==> src/rtl/pam4_slicer_mer.sv <==
// 4-PAM symbol slicer with block-adaptive reference level and MER error-power averaging.
// Three-edge pipeline per symbol: sample (E0), slice + |y| accumulate (E1), e^2 accumulate / block close (E2).
module pam4_slicer_mer #(
   parameter int                      WIDTH    = 18,
   parameter int                      LOG2_N   = 10,
   parameter logic signed [WIDTH-1:0] REF_INIT = 18'sd16384
) (
   input  logic                    clk,
   input  logic                    reset,
   input  logic                    sam_en,
   input  logic signed [WIDTH-1:0] y_in,
   output logic [1:0]              sym,
   output logic signed [WIDTH-1:0] dec_val,
   output logic signed [WIDTH-1:0] err,
   output logic                    dec_valid,
   output logic signed [WIDTH-1:0] ref_lvl,
   output logic [WIDTH-1:0]        err_pow,
   output logic                    blk_done
);
   localparam int AW = WIDTH + LOG2_N;
   localparam logic signed [WIDTH-1:0] SMAX = {1'b0, {(WIDTH-1){1'b1}}};
   localparam logic signed [WIDTH-1:0] SMIN = {1'b1, {(WIDTH-1){1'b0}}};

   function automatic logic signed [WIDTH-1:0] sat(input logic signed [WIDTH+1:0] v);
      logic signed [WIDTH+1:0] hi;
      logic signed [WIDTH+1:0] lo;
      hi = {{3{1'b0}}, {(WIDTH-1){1'b1}}};
      lo = {{3{1'b1}}, {(WIDTH-1){1'b0}}};
      if (v > hi) sat = SMAX;
      else if (v < lo) sat = SMIN;
      else sat = v[WIDTH-1:0];
   endfunction

   // The most negative code has no positive twin, so it folds onto full scale.
   function automatic logic [WIDTH-1:0] abs_sat(input logic signed [WIDTH-1:0] v);
      if (v == SMIN) abs_sat = SMAX;
      else if (v[WIDTH-1]) abs_sat = -v;
      else abs_sat = v;
   endfunction

   logic signed [WIDTH-1:0]   y_r;
   logic                      v1;
   logic                      v2;
   logic [AW-1:0]             acc_abs;
   logic [AW-1:0]             acc_err;
   logic [LOG2_N-1:0]         sym_cnt;

   logic signed [WIDTH+1:0]   y_x;
   logic signed [WIDTH+1:0]   b_x;
   logic signed [WIDTH+1:0]   two_b;
   logic signed [WIDTH+1:0]   three_b;
   logic signed [WIDTH+1:0]   dv_x;
   logic [1:0]                sym_n;
   logic signed [WIDTH-1:0]   dec_n;
   logic signed [WIDTH:0]     err_w;
   logic signed [WIDTH-1:0]   err_n;
   logic signed [2*WIDTH-1:0] sq;
   logic [WIDTH-1:0]          e2;
   logic [AW:0]               err_sum;
   logic                      blk_last;

   // Slicer decision, decided level and error for the held sample
   always_comb begin
      y_x     = {{2{y_r[WIDTH-1]}}, y_r};
      b_x     = {2'b00, ref_lvl};
      two_b   = b_x <<< 1;
      three_b = b_x + two_b;
      sym_n   = 2'b00;
      dv_x    = b_x;
      if (!y_r[WIDTH-1]) begin
         sym_n = (y_x >= two_b) ? 2'b11 : 2'b10;
      end else begin
         sym_n = (y_x < -two_b) ? 2'b00 : 2'b01;
      end
      case (sym_n)
         2'b11:   dv_x = three_b;
         2'b10:   dv_x = b_x;
         2'b01:   dv_x = -b_x;
         default: dv_x = -three_b;
      endcase
      dec_n = sat(dv_x);
      err_w = {y_r[WIDTH-1], y_r} - {dec_n[WIDTH-1], dec_n};
      err_n = sat({err_w[WIDTH], err_w});
   end

   // Error power term and block-close values
   always_comb begin
      sq       = err * err;
      e2       = WIDTH'(sq >> (WIDTH-1));
      err_sum  = {1'b0, acc_err} + {{(LOG2_N+1){1'b0}}, e2};
      blk_last = (sym_cnt == {LOG2_N{1'b1}});
   end

   // Sample capture and registered slicer outputs
   always_ff @(posedge clk) begin
      if (!reset) begin
         y_r       <= {WIDTH{1'b0}};
         v1        <= 1'b0;
         sym       <= 2'b00;
         dec_val   <= {WIDTH{1'b0}};
         err       <= {WIDTH{1'b0}};
         dec_valid <= 1'b0;
      end else begin
         v1        <= sam_en;
         dec_valid <= v1;
         if (sam_en) begin
            y_r <= y_in;
         end
         if (v1) begin
            sym     <= sym_n;
            dec_val <= dec_n;
            err     <= err_n;
         end
      end
   end

   // Block accumulators, symbol counter and per-block reference/error-power update
   always_ff @(posedge clk) begin
      if (!reset) begin
         v2       <= 1'b0;
         acc_abs  <= {AW{1'b0}};
         acc_err  <= {AW{1'b0}};
         sym_cnt  <= {LOG2_N{1'b0}};
         ref_lvl  <= REF_INIT;
         err_pow  <= {WIDTH{1'b0}};
         blk_done <= 1'b0;
      end else begin
         v2       <= v1;
         blk_done <= v2 && blk_last;
         if (v2) begin
            if (blk_last) begin
               err_pow <= WIDTH'(err_sum >> LOG2_N);
               ref_lvl <= WIDTH'(acc_abs >> (LOG2_N+1));
               acc_abs <= {AW{1'b0}};
               acc_err <= {AW{1'b0}};
               sym_cnt <= {LOG2_N{1'b0}};
            end else begin
               acc_err <= err_sum[AW-1:0];
               sym_cnt <= sym_cnt + {{(LOG2_N-1){1'b0}}, 1'b1};
            end
         end else if (v1) begin
            acc_abs <= acc_abs + {{LOG2_N{1'b0}}, abs_sat(y_r)};
         end else begin
            acc_abs <= acc_abs;
         end
      end
   end
endmodule

==> config.mk <==
export PLATFORM = sky130hd
export DESIGN_NAME = pam4_slicer_mer
export DESIGN_NICKNAME = d
export VERILOG_FILES = /design/src/rtl/pam4_slicer_mer.sv
export SDC_FILE = /design/constraint.sdc
export NUM_CORES = 1
export LEC_CHECK = 0
export BUFFER_PORTS_ARGS = -buffer_cell sky130_fd_sc_hd__buf_4
export CORE_MARGIN = 2
export CORE_UTILIZATION = 60
export CTS_CLUSTER_DIAMETER = 150
export DETAILED_ROUTE_END_ITERATION = 7
export PLACE_DENSITY = 0.89
export SLEW_MARGIN = 10
export SYNTH_ARGS = -nofsm -noshare
export SYNTH_HDL_FRONTEND = slang
export SYNTH_SLANG_ARGS = --single-unit
==> constraint.sdc <==
create_clock -name clk -period 22.7 [get_ports clk]
set_clock_uncertainty 0.15 [all_clocks]
set_input_delay 4.54 -clock clk [delete_from_list [all_inputs] [get_ports clk]]
set_output_delay 4.54 -clock clk [all_outputs]
set_load 0.01 [all_outputs]
**Word-level counts from Yosys, hierarchy flattened**

Index checks and enable logic that the tools add are counted.

- Register bits: 160
- Logic and storage cells: 56
- Input bits: 21

- Reduce and logical (&&, ||, !) cells: 4
- Muxes and demuxes: 18
- $add $sub $neg: 9
- Magnitude comparators: 6
- Equality and inequality tests: 6
- $mul: 1

Operators with widths:

| kind | number |
|---|---|
| 2-to-1 mux 18 bit | 9 |
| 2-to-1 mux 28 bit | 4 |
| case mux 20 bit (3 select lines) | 1 |
| adder 28 x 18 -> 28 bit | 2 |
| multiplier 18 x 18 -> 35 bit | 1 |
| > comparator 20 x 18 -> 1 bit (second input constant) | 1 |
| less-than comparator 18 x 20 -> 1 bit | 1 |
| less-than comparator 20 x 18 -> 1 bit (second input constant) | 1 |
| negator 17 -> 20 bit | 1 |
| negator 18 -> 20 bit | 1 |
| negator 19 -> 20 bit | 1 |
| adder 17 x 18 -> 19 bit | 1 |
| >= comparator 18 x 19 -> 1 bit | 1 |
| > comparator 19 x 18 -> 1 bit (second input constant) | 1 |
| less-than comparator 19 x 18 -> 1 bit (second input constant) | 1 |
| subtractor 18 x 18 -> 19 bit | 1 |
| == test 18 bit (second input constant) | 1 |
| negator 18 bit | 1 |
| adder 10 x 1 -> 10 bit (second input constant) | 1 |
| == test 10 bit (second input constant) | 1 |
| 2-to-1 mux 10 bit | 1 |
| == test 2 bit (second input constant) | 2 |
| AND reduction 2 bit | 2 |
| == test 2 x 1 -> 1 bit (second input constant) | 1 |
| 5 further kinds | 6 |

**Depth between registers and ports, before layout**

- Depth in word-level cells: 13
- Depth in mapped cells: 37
- Mapped depth without buffers: 35

**Least setup slack after synthesis**

No wires, ideal clock.

- Path type: reg2reg
- Start point: register err[3]
- End point: register acc_err[25]
- Buffers on the path: 2
- Stages on the path, launching flop included: 33
- Arrival: 8.153 ns
- Slack: 14.323 ns
- Clock period less this slack: 8.377 ns
- Required time: 22.476 ns
- Path through: dfxtp_1 > clkbuf_1 > clkbuf_1 > nand2_1 > fa_1 > inv_1 > fa_1 > inv_1 > fa_1 > fa_1 > inv_1 > fa_1 > fa_1 > ha_1 > a21o_1 > a21o_1 > a21o_1 > a21o_1 > a31oi_1 > o21ai_1 > a41oi_1 > a21oi_1 > a21o_1 > xor2_1 > ha_1 > nand2_1 > o31ai_1 > a31oi_1 > a211oi_1 > a41o_1 > nand3_1 > or3_1 > a31oi_1

- Longest elaborated chain between the ends: 3

RTL lines:

| item | line | RTL |
|---|---|---|
| start, declared | 14 | `output logic signed [WIDTH-1:0] err,` |
| start signal, assigned | 101 | `err <= {WIDTH{1'b0}};` |
| start signal, assigned | 112 | `err <= err_n;` |
| multiplier 18 x 18 -> 35 bit | 88 | `sq = err * err;` |
| adder 28 x 18 -> 28 bit | 90 | `err_sum = {1'b0, acc_err} + {{(LOG2_N+1){1'b0}}, e2};` |
| 2-to-1 mux 28 bit | 131 | `if (blk_last) begin` |
| end signal, assigned | 122 | `acc_err <= {AW{1'b0}};` |
| end signal, assigned | 135 | `acc_err <= {AW{1'b0}};` |
| end signal, assigned | 138 | `acc_err <= err_sum[AW-1:0];` |
| end, declared | 45 | `logic [AW-1:0] acc_err;` |

Every way passes these cells.
A chain may end at the register's enable or synchronous reset.

**Worst setup path after layout**

Same ends and word-level chain as after synthesis.

==> impl_metrics.csv <==
group,metric,value,unit
status,status,"complete, no violations",
yosys,synth_area,0.0221,mm²
worst_setup_path,end_kind,"flip-flop",
yosys,synthCells,2602,
sta,rsz0062_at_grt,"no",
detailed_routing,first_pass_iters,7,
global_routing,antenna_found_initial,0,
power,powerDensity,63.1,mW/mm²
yosys,yosys_warnings,0,
yosys,async_reset_ff_share,0,%
clocking,postCtsSetupBuffers,0,
floorplan,fp.coreArea,0.0364,mm²
sta,fin_crit_sh,42.8,%
worst_setup_path,cp_top_family,"adder cells",
clocking,ctsResizeCount,0,
floorplan,die_w,196,µm
sta,setup_viol,0,
global_routing,grt_max_degree,85,
finish,regArea,0.00320,mm²
floorplan,initial_core_util,60.6,%
yosys,syn-mean-instance-area,8.49,µm²
global_routing,grt_usage,31.3,%
clocking,numCtsBuffers,17,
sta,hold_ws,0.318,ns
worst_setup_path,worstPathRequired,22.92,ns
finish,mostFrequentLayoutCell,"inv_1",
clocking,clockBufferDepth,2,
finish,final_layout_size_suffix_gt1_share,6.96,%
job,max_cap_violations,0,
yosys,synth_edf_count,0,
clocking,root_buffer,"clkbuf_16",
clocking,hold_buffers,0,
clocking,clk_pin_slew,0.07,ns
global_routing,grt_pass1_vias,19900,
worst_setup_path,worst_setup_path_start_kind,"flip-flop",
worst_setup_path,cp_slowest_stage_delay,0.92,ns
worst_setup_path,critPathMaxFanout,21,
detailed_routing,drtIter0Drc,1623,
worst_setup_path,crit_buf_inv,3,
sta,relSlewSlack,28.3,%
clocking,clock_latency,0.46,ns
yosys,synthFlopType,"dfxtp_1",
sta,fmax,103,MHz
sta,worst_slack,12.98,ns
sta,drv_slew,0,
detailed_routing,num_vias,18800,
finish,layout-area-overhead-vs-synth,7.34,%
place,gp_congestion,0.947,
detailed_routing,viasPerCell,6.05,
floorplan,chipHeight,196,µm
power,ir_drop,0.0596,mV
floorplan,ios,97,
yosys,synth.distinct_cells,83,
detailed_routing,totalWireLength,58200,µm
finish,multi_input_area,0.0169,mm²
place,dp_hpwl,45200,µm
min_path,min_path_type,"flip-flop to flip-flop",
worst_setup_path,cp_common_cell,"fa_1",
place,pre_cts_ws,13.16,ns
yosys,yosysSeqAreaShare,14.5,%
detailed_routing,drc,0,
detailed_routing,wire_per_inst,18.7,µm
global_routing,grt_pass1_wl,96700,µm
clocking,htree_levels,4,
place,io_buffer_count,95,
sta,hold_violations,0,
floorplan,placementRows,70,
finish,final_cell_mix,"416 x inv_1, 294 x fa_1, 271 x nand2_1, 227 x ha_1, 175 x nor2_1",
finish,final_nets,3174,
detailed_routing,ant_nets,0,
worst_setup_path,slowest_stage,"dfxtp_1",
sta,tns,0,ns
power,p_leak,12.1,nW
finish,num-fill-cells,2834,
global_routing,grt_overflow,0,
finish,n_antenna_cell,0,
clocking,cts_tree,"yes",
yosys,synth_seq_cells,160,
worst_setup_path,crit_type,"flip-flop to flip-flop",
worst_setup_path,cp.arrival,9.94,ns
yosys,syn-num-nets,3144,
sta,worstMarginPinSlew,1.07,ns
floorplan,die_area,0.0384,mm²
clocking,cts.sinks,160,
sta,min_period,9.72,ns
cell type report:
class	count	share of cell area, %
multi-input cells	1922	71.3
clock inverters	14	0.702
flip-flops and latches	160	13.5
clock buffers	18	1.85
repair buffers	112	3.55
inverters	419	6.64
well taps	468	2.47
kinds of logic after synthesis:
logic type,after synthesis,synth area share [%]
compound gates,512,15.0
xor+xnor,137,5.46
fa+ha+maj,522,39.5
buf+inv,520,9.04
flops,160,14.5
mux,28,1.27
other cells,1,0.0170
simple gates,722,15.2
metal layers:
layer	track usage [%]	share of wire [%]	vias up
li1	-	-	8587
met1	37.7	38	9103
met2	53.9	49	894
met3	4.87	7.8	259
met4	16.9	5.5	0
met5	0	0	-
worst register-to-register path: cells and delay by family, from the launching register on:
| family | cells | cell delay, ns |
|---|---|---|
| adders and majority gates | 8 | 3.74 |
| DFF | 1 | 0.92 |
| and+or+nand+nor | 4 | 0.84 |
| xor gates and xnor gates | 1 | 0.15 |
| buffers and inverters | 3 | 0.16 |
| AOI/OAI and AO/OA | 14 | 3.67 |
synth_stat cells, types with 8 or more instances:
library cell | instances | share of area [%]
inv_1 | 416 | 7.1
fa_1 | 294 | 27
nand2_1 | 272 | 4.6
ha_1 | 227 | 13
nor2_1 | 176 | 3.0
dfxtp_1 | 160 | 14
a21oi_1 | 148 | 3.4
o21ai_0 | 110 | 2.5
clkbuf_1 | 88 | 1.5
xnor2_1 | 81 | 3.2
and2_1 | 65 | 1.8
xor2_1 | 55 | 2.2
a21o_1 | 39 | 1.3
nand3_1 | 39 | 0.88
nor3_1 | 38 | 0.86
a31oi_1 | 34 | 0.96
mux2i_1 | 28 | 1.3
a22oi_1 | 25 | 0.85
nor2b_1 | 25 | 0.71
nand2b_1 | 20 | 0.57
nand4_1 | 16 | 0.45
o211ai_1 | 16 | 0.54
or3_1 | 16 | 0.45
and3_1 | 15 | 0.42
o21a_1 | 15 | 0.51
a211oi_1 | 13 | 0.44
or2_2 | 11 | 0.31
o21bai_1 | 9 | 0.31
nor4_1 | 8 | 0.23
registers in the layout (all words and copies together) (netlist names):
signal,count
v2,1
err_pow,18
y_r,18
acc_abs,28
acc_err,28
v1,1
err,18
dec_val,18
blk_done,1
sym,2
sym_cnt,10
ref_lvl,17
power by group:
group          total (W)  switching (W)  internal [W]
logic           0.000862       0.000505      0.000357
registers       0.000335      0.0000367      0.000298
clock network   0.000300       0.000140      0.000160
worst paths after layout:
check                     startpoint                       end  slack, ns  cells past startpoint
min reg2reg  err_pow[5]$_SDFFE_PN0P_   err_pow[5]$_SDFFE_PN0P_       0.32                      2
max reg2reg      err[3]$_SDFFE_PN0P_  acc_err[25]$_SDFFE_PN0P_      12.98                     30
max              err[3]$_SDFFE_PN0P_  acc_err[25]$_SDFFE_PN0P_      12.98                     30
min          err_pow[5]$_SDFFE_PN0P_   err_pow[5]$_SDFFE_PN0P_       0.32                      2
stage by stage:
stage               instances  instance area [µm²]  utilization (%)  power (W)
floorplan                2602                22100                -   0.000976
global placement         3081                23100             63.4    0.00113
detailed placement       3081                23100             63.4    0.00118
CTS                      3113                23700             65.1    0.00149
global route             3113                23700             65.1    0.00162
finish                   3113                23700             65.1    0.00150
No activity file was read; power rests on OpenSTA's default activity.
